[config.mk]
export PLATFORM = sky130hd
export DESIGN_NAME = ps2_rx_fifo
export DESIGN_NICKNAME = d
export VERILOG_FILES = /design/src/rtl/ps2_rx_fifo.sv
export SDC_FILE = /design/constraint.sdc
export NUM_CORES = 1
export LEC_CHECK = 0
export ABC_AREA = 1
export CORE_UTILIZATION = 23
export CTS_CLUSTER_DIAMETER = 150
export DETAILED_ROUTE_END_ITERATION = 16
export SYNTH_ARGS = -nofsm -noshare
export SYNTH_HDL_FRONTEND = slang
export SYNTH_SLANG_ARGS = --single-unit
[constraint.sdc]
create_clock -name clk -period 2.6 [get_ports clk]
set_input_delay 0.39 -clock clk [delete_from_list [all_inputs] [get_ports clk]]
set_output_delay 0.39 -clock clk [all_outputs]
set_load 0.02 [all_outputs]
[src/rtl/ps2_rx_fifo.sv]
// PS/2 device-to-host receiver with pin synchroniser, clock filter, frame checking,
// stall timeout and a show-ahead FIFO. Define PS2_PREFIX_DECODE_EN to fold E0/F0 prefixes into flags.
module ps2_rx_fifo #(
  parameter int unsigned CLOCK_SPEED    = 8333333,
  parameter int unsigned FIFO_DEPTH     = 8,
  parameter int unsigned FILTER_LEN     = 4,
  parameter int unsigned TIMEOUT_CYCLES = CLOCK_SPEED / 5000
) (
  input  logic                          clk,
  input  logic                          rst,
  input  logic                          PS2_CLK,
  input  logic                          PS2_DAT,
  output logic [7:0]                    code_data,
  output logic                          code_extended,
  output logic                          code_release,
  output logic                          code_valid,
  input  logic                          code_ready,
  output logic [$clog2(FIFO_DEPTH):0]   fifo_count,
  output logic                          parity_err,
  output logic                          frame_err,
  output logic                          overflow
);

  localparam int unsigned PTR_W = $clog2(FIFO_DEPTH);
  localparam int unsigned CNT_W = PTR_W + 1;
  localparam int unsigned FLT_W = (FILTER_LEN > 1) ? $clog2(FILTER_LEN) : 1;
  localparam int unsigned TO_W  = (TIMEOUT_CYCLES > 1) ? $clog2(TIMEOUT_CYCLES) : 1;
`ifdef PS2_PREFIX_DECODE_EN
  localparam int unsigned ENTRY_W = 10;
`else
  localparam int unsigned ENTRY_W = 8;
`endif

  typedef enum logic [1:0] {IDLE, DATA, PARITY, STOP} state_t;

  logic             clk_meta_q, clk_sync_q, dat_meta_q, dat_sync_q;
  logic             filt_q, filt_d, fall_q, fall_d;
  logic [FLT_W-1:0] fcnt_q, fcnt_d;

  state_t           state_q, state_d;
  logic [2:0]       bitcnt_q, bitcnt_d;
  logic [7:0]       shift_q, shift_d;
  logic             par_q, par_d;
  logic [TO_W-1:0]  to_q, to_d;
  logic             to_fire_c, accept_c, perr_c, ferr_c;

  logic               push_c;
  logic [ENTRY_W-1:0] push_data_c;

  logic [ENTRY_W-1:0] mem_q [FIFO_DEPTH];
  logic [PTR_W-1:0]   wr_ptr_q, wr_ptr_d, rd_ptr_q, rd_ptr_d;
  logic [CNT_W-1:0]   count_q, count_d;
  logic               pop_c, full_c, wr_c, ovf_c;
  logic               parity_err_q, frame_err_q, overflow_q;
  logic [ENTRY_W-1:0] head_c;

  // Synchroniser, clock filter and registered fall strobe; pins idle high
  always_ff @(posedge clk) begin
    if (rst) begin
      clk_meta_q <= 1'b1;
      clk_sync_q <= 1'b1;
      dat_meta_q <= 1'b1;
      dat_sync_q <= 1'b1;
      filt_q     <= 1'b1;
      fcnt_q     <= '0;
      fall_q     <= 1'b0;
    end else begin
      clk_meta_q <= PS2_CLK;
      clk_sync_q <= clk_meta_q;
      dat_meta_q <= PS2_DAT;
      dat_sync_q <= dat_meta_q;
      filt_q     <= filt_d;
      fcnt_q     <= fcnt_d;
      fall_q     <= fall_d;
    end
  end

  // Filtered clock flips after FILTER_LEN consecutive differing samples
  always_comb begin
    filt_d = filt_q;
    fcnt_d = '0;
    if (clk_sync_q != filt_q) begin
      if (fcnt_q == FLT_W'(FILTER_LEN - 1)) filt_d = clk_sync_q;
      else                                  fcnt_d = fcnt_q + FLT_W'(1);
    end
    fall_d = filt_q & ~filt_d;
  end

  always_ff @(posedge clk) begin
    if (rst) begin
      state_q  <= IDLE;
      bitcnt_q <= '0;
      shift_q  <= '0;
      par_q    <= 1'b0;
      to_q     <= '0;
    end else begin
      state_q  <= state_d;
      bitcnt_q <= bitcnt_d;
      shift_q  <= shift_d;
      par_q    <= par_d;
      to_q     <= to_d;
    end
  end

  // Frame FSM; the stall timeout overrides any fall handling
  always_comb begin
    state_d   = state_q;
    bitcnt_d  = bitcnt_q;
    shift_d   = shift_q;
    par_d     = par_q;
    to_d      = to_q;
    to_fire_c = 1'b0;
    accept_c  = 1'b0;
    perr_c    = 1'b0;
    ferr_c    = 1'b0;

    if (state_q == IDLE || fall_q) begin
      to_d = '0;
    end else if (filt_q) begin
      if (to_q == TO_W'(TIMEOUT_CYCLES - 1)) to_fire_c = 1'b1;
      else                                    to_d = to_q + TO_W'(1);
    end

    if (to_fire_c) begin
      state_d  = IDLE;
      bitcnt_d = '0;
      shift_d  = '0;
      to_d     = '0;
      ferr_c   = 1'b1;
    end else if (fall_q) begin
      unique case (state_q)
        IDLE: begin
          if (!dat_sync_q) begin
            state_d  = DATA;
            bitcnt_d = '0;
            shift_d  = '0;
          end
        end
        DATA: begin
          shift_d[bitcnt_q] = dat_sync_q;
          bitcnt_d = bitcnt_q + 3'd1;
          if (bitcnt_q == 3'd7) state_d = PARITY;
        end
        PARITY: begin
          par_d   = dat_sync_q;
          state_d = STOP;
        end
        STOP: begin
          state_d = IDLE;
          if (!dat_sync_q)                 ferr_c   = 1'b1;
          else if (!((^shift_q) ^ par_q))  perr_c   = 1'b1;
          else                             accept_c = 1'b1;
        end
      endcase
    end
  end

`ifdef PS2_PREFIX_DECODE_EN
  logic ext_q, ext_d, rel_q, rel_d;

  always_ff @(posedge clk) begin
    if (rst) begin
      ext_q <= 1'b0;
      rel_q <= 1'b0;
    end else begin
      ext_q <= ext_d;
      rel_q <= rel_d;
    end
  end

  // Prefix bytes only arm flags; the next real byte carries them into the FIFO
  always_comb begin
    ext_d       = ext_q;
    rel_d       = rel_q;
    push_c      = 1'b0;
    push_data_c = {ext_q, rel_q, shift_q};
    if (accept_c) begin
      if (shift_q == 8'hE0)      ext_d = 1'b1;
      else if (shift_q == 8'hF0) rel_d = 1'b1;
      else begin
        push_c = 1'b1;
        ext_d  = 1'b0;
        rel_d  = 1'b0;
      end
    end
    if (perr_c || ferr_c) begin
      ext_d = 1'b0;
      rel_d = 1'b0;
    end
  end

  assign code_extended = head_c[9];
  assign code_release  = head_c[8];
`else
  always_comb begin
    push_c      = accept_c;
    push_data_c = shift_q;
  end

  assign code_extended = 1'b0;
  assign code_release  = 1'b0;
`endif

  // A write into a full FIFO survives only if the head leaves in the same cycle
  always_comb begin
    pop_c    = (count_q != '0) && code_ready;
    full_c   = (count_q == CNT_W'(FIFO_DEPTH));
    wr_c     = push_c && (!full_c || pop_c);
    ovf_c    = push_c && full_c && !pop_c;
    wr_ptr_d = wr_c  ? wr_ptr_q + PTR_W'(1) : wr_ptr_q;
    rd_ptr_d = pop_c ? rd_ptr_q + PTR_W'(1) : rd_ptr_q;
    unique case ({wr_c, pop_c})
      2'b10:   count_d = count_q + CNT_W'(1);
      2'b01:   count_d = count_q - CNT_W'(1);
      default: count_d = count_q;
    endcase
    head_c = mem_q[rd_ptr_q];
  end

  always_ff @(posedge clk) begin
    if (rst) begin
      for (int i = 0; i < int'(FIFO_DEPTH); i++) mem_q[i] <= '0;
      wr_ptr_q     <= '0;
      rd_ptr_q     <= '0;
      count_q      <= '0;
      parity_err_q <= 1'b0;
      frame_err_q  <= 1'b0;
      overflow_q   <= 1'b0;
    end else begin
      if (wr_c) mem_q[wr_ptr_q] <= push_data_c;
      wr_ptr_q     <= wr_ptr_d;
      rd_ptr_q     <= rd_ptr_d;
      count_q      <= count_d;
      parity_err_q <= perr_c;
      frame_err_q  <= ferr_c;
      overflow_q   <= ovf_c;
    end
  end

  assign code_data  = head_c[7:0];
  assign code_valid = (count_q != '0);
  assign fifo_count = count_q;
  assign parity_err = parity_err_q;
  assign frame_err  = frame_err_q;
  assign overflow   = overflow_q;

endmodule

==> results.md, run 1 <==
* Status: finished with violations
* Failing checks: negative setup slack
* Cell Count Post-Placement at 914
* Endpoints failing hold at 0
* Clk Tree Root Cell: clkbuf_16
* Final setup vio count at 2
* Seq cells post-synth at between 100 and 150
* Final setup margin at -0.138 ns
* Layout cell share with drive strength beyond 1 at ~15%
* CTS tree: built
* H-tree Lvls at 4
* DR iter-0 viols at 320
* Wire per inst at ~13 µm
* Clk slew on worst S/H paths at approximately 0.05 ns
* Rel. slew slack at 61.8%
* Vias per cell at 4.44
* Sequential area share after synthesis at between 50% and 60%
* Vias in the first global route at 4020
* Worst-Skew Late Latency at about 0.42 ns
* Area Growth Syn to Fin at 24.1%
* Fin nets at approximately 670
* Distinct cell type count after synthesis at 38
* Critical path peak fanout at 10
* # port buffers at 20
* Placement Rows at 55
* Endpoint type of the worst setup path: output port
* Ys flop type: edfxtp_1
* Fin crit share at 105%
* Achievable frequency at 0.365 GHz
* FF-to-FF path depth at 20
* Hold WS at 0.409 ns
* Crit path time final at roughly 2.7 ns
* Synth Instances at 594
* Most common cell after layout, fill and taps aside: nor2_1
* Net Sw Frac at between 30 and 40%
* Sequential share of power at between 30% and 40%
* CP Capture Point: code_data[5]
* Chip width at ~150 µm
* CORE AREA at ~23000 µm²
* PD cells at ~880 nW/µm²
* Final ANT Viol Nets at 0
* Worst setup path category: flip-flop to output port
* WP data arrival at 2.35 ns
* Total track usage at ~11%
* I/O Pins at 23
* Leakage power at approximately 2.4 nW
* Final setup skew at approximately 0.011 ns
* Highest-count cells in the layout ignoring fill and taps: nor2_1 (125), nand2_1 (70), edfxtp_1 (64), o21ai_0 (54), dfxtp_1 (45)
* Clock share of power at between 30 and 40%
* Drt total wl at between 10 and 15 mm
* EDFF count, synth at 64
* Origin of the critical flop-to-flop path: push_data_c[2]$_SDFFE_PP0P_
* Setup TNS at -0.253 ns
* N_diodes at 0
* Max Slew Vio Count at 0
* Worst VDD drop at slightly below 0.5 mV
* RSZ-0062 raised after global routing: yes
* Number of fill cells at approximately 2300
* Die span in y at 154 µm
* Mapped Area at between 5000 and 6000 µm²
* TritonCTS Sinks at roughly 110
* Clock Tree Buf Depth at 2
* Synth warnings at 0
* Largest net degree at the start of global routing at 18
* TritonCTS Buffers at 17
* Critical R2R Capture: fifo_count[3]$_SDFFE_PP0P_
* Final Non-Filler Cells at about 950
* Global-route wire length before repair at roughly 20 mm
* Dpl hpwl at between 8 and 9 mm
* Min-delay worst type: flip-flop to flip-flop
* FFs w/ async S/R, synth at 0%
* DR DRC count at 0
* Pre-Repair DR Iteration Count at 4
* Combinational share of power at 26.6%
* Max-cap viol count at 0
* Reg-to-reg slack, setup at roughly 0.32 ns
* Worst Path Required at approximately 2.2 ns
* Die area at about 24000 µm²
* Worst Tran Pin Value at roughly 0.57 ns
* Sw Pwr at between 0.0015 and 0.002 W
* Initial antenna violation count at 0
* Startpoint Class: flip-flop
* Avg Inst Size Synth at between 8 and 9 µm²
* RePlAce Congestion at just over 0.8
* Vias at 4193
* Starting Density at 23.4%
* Internal power at ~0.004 W
* GRT overflow at 0
* Hold path cells at 1
-- cell usage after synthesis, drive strengths merged (2+ instances only) --
cell type  number  area, µm²
or2             5       31.3
clkinv          5       20.0
o21ai          54        270
nand3          20        105
nor4            2       12.5
inv            49        184
a22oi          10       75.1
nor3b           2       15.0
nor2          127        495
xor2            3       26.3
nor3           40        245
o22ai           8       50.1
a211oi          2       15.0
dfxtp          49        981
a21oi          24        124
buf             4       37.5
clkbuf         15       56.3
nand2          78        333
nand4           6       37.5
edfxtp         64       1920
ha             13        163
a31oi           8       50.1
-- power groups by stage --
stage / Clock (W) / Combinational (W) / Sequential, W
2_1_floorplan: 0 / 0.000868 / 0.00213
6_report: 0.00217 / 0.00153 / 0.00207
3_5_place_dp: 0 / 0.00159 / 0.00210
5_1_grt: 0.00229 / 0.00170 / 0.00208
4_1_cts: 0.00221 / 0.00155 / 0.00207
3_3_place_gp: 0 / 0.00158 / 0.00210
-- logic make-up (layout without fill, tap and decap cells) --
family / after synthesis / count (layout) / synth area share [%]
and+or+nand+nor: 280 / 280 / 24.0
DFF: 113 / 113 / 54.7
AOI/OAI and AO/OA: 109 / 109 / 11.5
buffers and inverters: 73 / 138 / 5.61
adders and majority gates: 14 / 14 / 3.44
xor gates and xnor gates: 4 / 4 / 0.660
other: 1 / 2 / 0.0706
-- cell type report --
class	instances	area (µm²)	share of cell area, %
Tap cell	285	357	5.41
Multi-Input combinational cell	409	2120	32.1
Inverter	54	214	3.25
Clock inverter	13	121	1.84
Clock buffer	18	429	6.51
Sequential cell	113	2910	44.1
Timing Repair Buffer	53	444	6.74
-- sequential cells by signal, indices dropped and copies added (netlist names), 2 cells and up, named ones only --
name / count
to_q: 11
fifo_count: 4
fcnt_q: 2
mem_q: 64
state_q: 2
push_data_c: 8
bitcnt_q: 3
wr_ptr_q: 3
rd_ptr_q: 3
-- worst min path at each step --
stage                          start                    end  slack (ns)
2_1_floorplan  clk_meta_q$_SDFF_PP1_  clk_sync_q$_SDFF_PP1_        0.39
3_3_place_gp   clk_meta_q$_SDFF_PP1_  clk_sync_q$_SDFF_PP1_        0.39
3_5_place_dp   clk_meta_q$_SDFF_PP1_  clk_sync_q$_SDFF_PP1_        0.40
4_1_cts        clk_meta_q$_SDFF_PP1_  clk_sync_q$_SDFF_PP1_        0.41
5_1_grt        dat_meta_q$_SDFF_PP1_  dat_sync_q$_SDFF_PP1_        0.43
6_report       clk_meta_q$_SDFF_PP1_  clk_sync_q$_SDFF_PP1_        0.41
-- metal layers --
metal / routed length, µm / track usage (%) / vias to the layer above / part of all wire (%)
li1: - / - / 2132 / -
met1: 5500 / 13.2 / 1965 / 44
met2: 6160 / 18.6 / 82 / 49
met3: 621 / 3.55 / 14 / 5.0
met4: 219 / 5.19 / 0 / 1.8
met5: 0 / 0 / - / 0
-- what timing repair did --
| item | 4_1_cts | 5_1_grt |
|---|---|---|
| hold endpoints to repair | 0 | 0 |
| cloned | 0 | 0 |
| hold buffers | 0 | 0 |
| setup endpoints to repair | 8 | 4 |
| buffers inserted | 0 | 0 |
| gates resized for setup | 6 | 10 |
-- worst max-delay path, stage by stage (launching register included) --
cell,delay [ns]
dfxtp_1,0.31
inv_1,0.28
o21ai_0,0.18
o22ai_1,0.17
nor2_1,0.09
a31oi_1,0.25
clkdlybuf4s50_1,0.65
-- per-stage QoR --
step | power (W) | setup WS, ns | cell area (µm²) | utilization [%]
finish | 0.00577 | -0.138 | 6590 | 29.1
global route | 0.00607 | -0.234 | 6590 | 29.1
CTS | 0.00584 | -0.163 | 6570 | 29.0
detailed placement | 0.00370 | 0.217 | 6020 | 26.6
global placement | 0.00369 | 0.225 | 6020 | 26.6
floorplan | 0.00300 | 0.162 | 5310 | -
(Power assumes the default switching activity.)
==> run 2: changes to the inputs <==
Settings changed: PLACE_DENSITY_LB_ADDON from default to 0.1, REMOVE_ABC_BUFFERS from default to 1.
==> results.md, run 2 (synthesis gave the netlist of run 1 again) <==
* TritonCTS Buffers at 17 (unchanged)
* Finished Cell Area at 6620 µm² (+0.47%)
* Pre-CTS setup slack at -0.0289 ns (-0.246 ns)
* RePlAce Congestion at 0.763 (-5.5%)
* CORE AREA at 22600 µm² (unchanged)
* Fin nets at 667 (unchanged)
* Max FFs per register at 64 (unchanged)
* Die area at 23700 µm² (unchanged)
* Clk slew on worst S/H paths at 0.06 ns (about the same)
* Area Growth Syn to Fin at 24.7%
* GRT Max-Usage Layer: met2
* Final setup margin at 0.118 ns (+0.256 ns)
* Final setup vio count at 0 (-2)
* Fin crit share at 95.5% (-9.8 points)
* # port buffers at 20 (unchanged)
* Endpoints failing hold at 0 (unchanged)
* DR DRC count at 0 (unchanged)
* Vias per cell at 4.41 (-0.68%)
* WP data arrival at 2.09 ns (-0.26 ns)
* Reg-to-reg slack, setup at 0.37 ns (+0.05 ns)
* Final ANT Viol Nets at 0 (unchanged)
* Global-route wire length before repair at 23.1 mm (+14%)
* Vias at 4169 (-0.57%)
* Slowest-stage cell, CP: o21ai_0
* Worst VDD drop at 0.496 mV (+2.6%)
* Cell Area, Placed at 6030 µm² (+0.17%)
* Area of the multi-input gates at 2110 µm² (-0.24%)
* Worst Tran Pin Value at 0.545 ns (-0.0274 ns)
* TritonCTS Sinks at 113 (unchanged)
* Critical path peak fanout at 32 (+22)
* DR iter-0 viols at 165 (-48%)
* Max-cap viol count at 0 (unchanged)
* Worst setup path category: flip-flop to output port
* Worst Path Required at 2.21 ns (about the same)
* GR Util met3 at 3.02% (-0.54 points)
* Total design power at 0.00592 W (+2.6%)
* Vias in the first global route at 4250 (+5.7%)
* Placement Rows at 55 (unchanged)
* Chip width at 154 µm (unchanged)
* Max Slew Vio Count at 0 (unchanged)
* Reg with most FFs: mem_q
* CTS tree: built
* H-tree Lvls at 4 (unchanged)
* Pre-Repair DR Iteration Count at 5 (+1)
* GR Util met2 at 20.8% (+2.3 points)
* Status: complete, no violations
* Drt total wl at 14.1 mm (+13%)
* Largest net degree at the start of global routing at 33 (+15)
* RSZ-0062 raised after global routing: no
* Starting Density at 23.4% (unchanged)
* Layout cell share with drive strength beyond 1 at 15.6% (+0.58 points)
* I/O Pins at 23 (unchanged)
* Total track usage at 12.9% (+1.6 points)
* Crit path time final at 2.48 ns (-0.256 ns)
* PD cells at 894 nW/µm² (+2.1%)
* CP top delay family: buffers and inverters
* Startpoint Class: flip-flop
* Final setup skew at 0.0176 ns (+0.00705 ns)
* N_diodes at 0 (unchanged)
* Leakage power at 2.40 nW (+0.27%)
* Sequential cell area at 2900 µm² (-0.13%)
* Clock Tree Buf Depth at 2 (unchanged)
* Critical-path cell list: buf_12 -> inv_1 -> buf_12 -> o21ai_0 -> a31oi_1 -> dlygate4sd2_1
* Number of fill cells at 2386 (+2.9%)
* Dpl hpwl at 10.0 mm (+18%)
* Most used cell along the critical path: buf_12
* Global routing met1 resource utilization at 17.0% (+3.8 points)
* Highest-count cells in the layout ignoring fill and taps: nor2_1 (125), nand2_1 (70), edfxtp_1 (64), o21ai_0 (54), dfxtp_1 (48)
* Min-delay worst type: flip-flop to flip-flop
* Most common cell after layout, fill and taps aside: nor2_1
* Worst-Skew Late Latency at 0.41 ns (about the same)
* Rel. slew slack at 63.6% (+1.8 points)
* Die span in y at 154 µm (unchanged)
* Endpoint type of the worst setup path: output port
* Initial antenna violation count at 0 (unchanged)
* Clk Tree Root Cell: clkbuf_16
* GRT overflow at 0 (unchanged)
* Achievable frequency at 0.403 GHz (+10%)
* Critical path's largest stage delay at 0.38 ns (-0.27 ns)
* Wire per inst at 14.9 µm (+13%)
* Buf/Inv on CP at 4 (+2)
## run 2: layer usage
layer | vias up | share of wire, %
met5 | - | 0
met4 | 0 | 0.62
met3 | 4 | 4.5
met2 | 72 | 46
met1 | 1966 | 49
li1 | 2127 | -
## run 2: repair_timing
item                                   4_1_cts  5_1_grt
hold buffers                                 0        0
setup buffers                                2        0
endpoints found under the hold margin        0        0
gates resized for setup                     10        8
setup endpoints to repair                    8        4
## run 2: layout make-up
type,count,area share [%]
flip-flops and latches,113,43.9
well taps,285,5.39
clock inverters,15,2.38
repair buffers,53,6.92
clock buffers,17,6.42
multi-input cells,409,31.9
inverters,54,3.14
## run 2: worst register-to-register path, stage by stage (launching register included)
cell and delay (ns):
dfxtp_1 0.40, inv_2 0.07, nand2_1 0.07, nand2_1 0.05, nand2_1 0.06, nand2_1 0.08
clkinv_1 0.05, nand3_1 0.08, nand2_2 0.08, nand2_1 0.07, nand2_1 0.09, inv_1 0.06
ha_1 0.32, nand2_1 0.07, nor2_1 0.04, a211oi_1 0.22, nand2_1 0.08, nand2_1 0.08
nand3_1 0.07, nand2_1 0.06, nor2_1 0.03
## run 2: path summary, 6_finish.rpt
kind                               start                    endpoint  cells past startpoint
max                            flip-flop                code_data[4]                      6
min reg2reg        dat_meta_q$_SDFF_PP1_       dat_sync_q$_SDFF_PP1_                      1
max reg2reg  push_data_c[7]$_SDFFE_PP0P_  fifo_count[3]$_SDFFE_PP0P_                     20
min                dat_meta_q$_SDFF_PP1_       dat_sync_q$_SDFF_PP1_                      1
## run 2: metrics by stage
stage / instances / setup TNS (ns) / hold slack, ns / util, %
after CTS: 946 / 0 / 0.413 / 29.3
after detailed placement: 912 / -0.0289 / 0.399 / 26.6
after global routing: 946 / 0 / 0.429 / 29.2
after floorplan: 576 / 0 / 0.389 / -
final: 946 / 0 / 0.410 / 29.2
after global placement: 912 / -0.0528 / 0.392 / 26.6
## run 2: power breakdown
part           internal, W  switching [W]  leakage (nW)
registers          0.00200       0.000100          1.00
clock network      0.00142       0.000894         0.276
logic             0.000577       0.000930          1.11
total              0.00400        0.00192          2.40
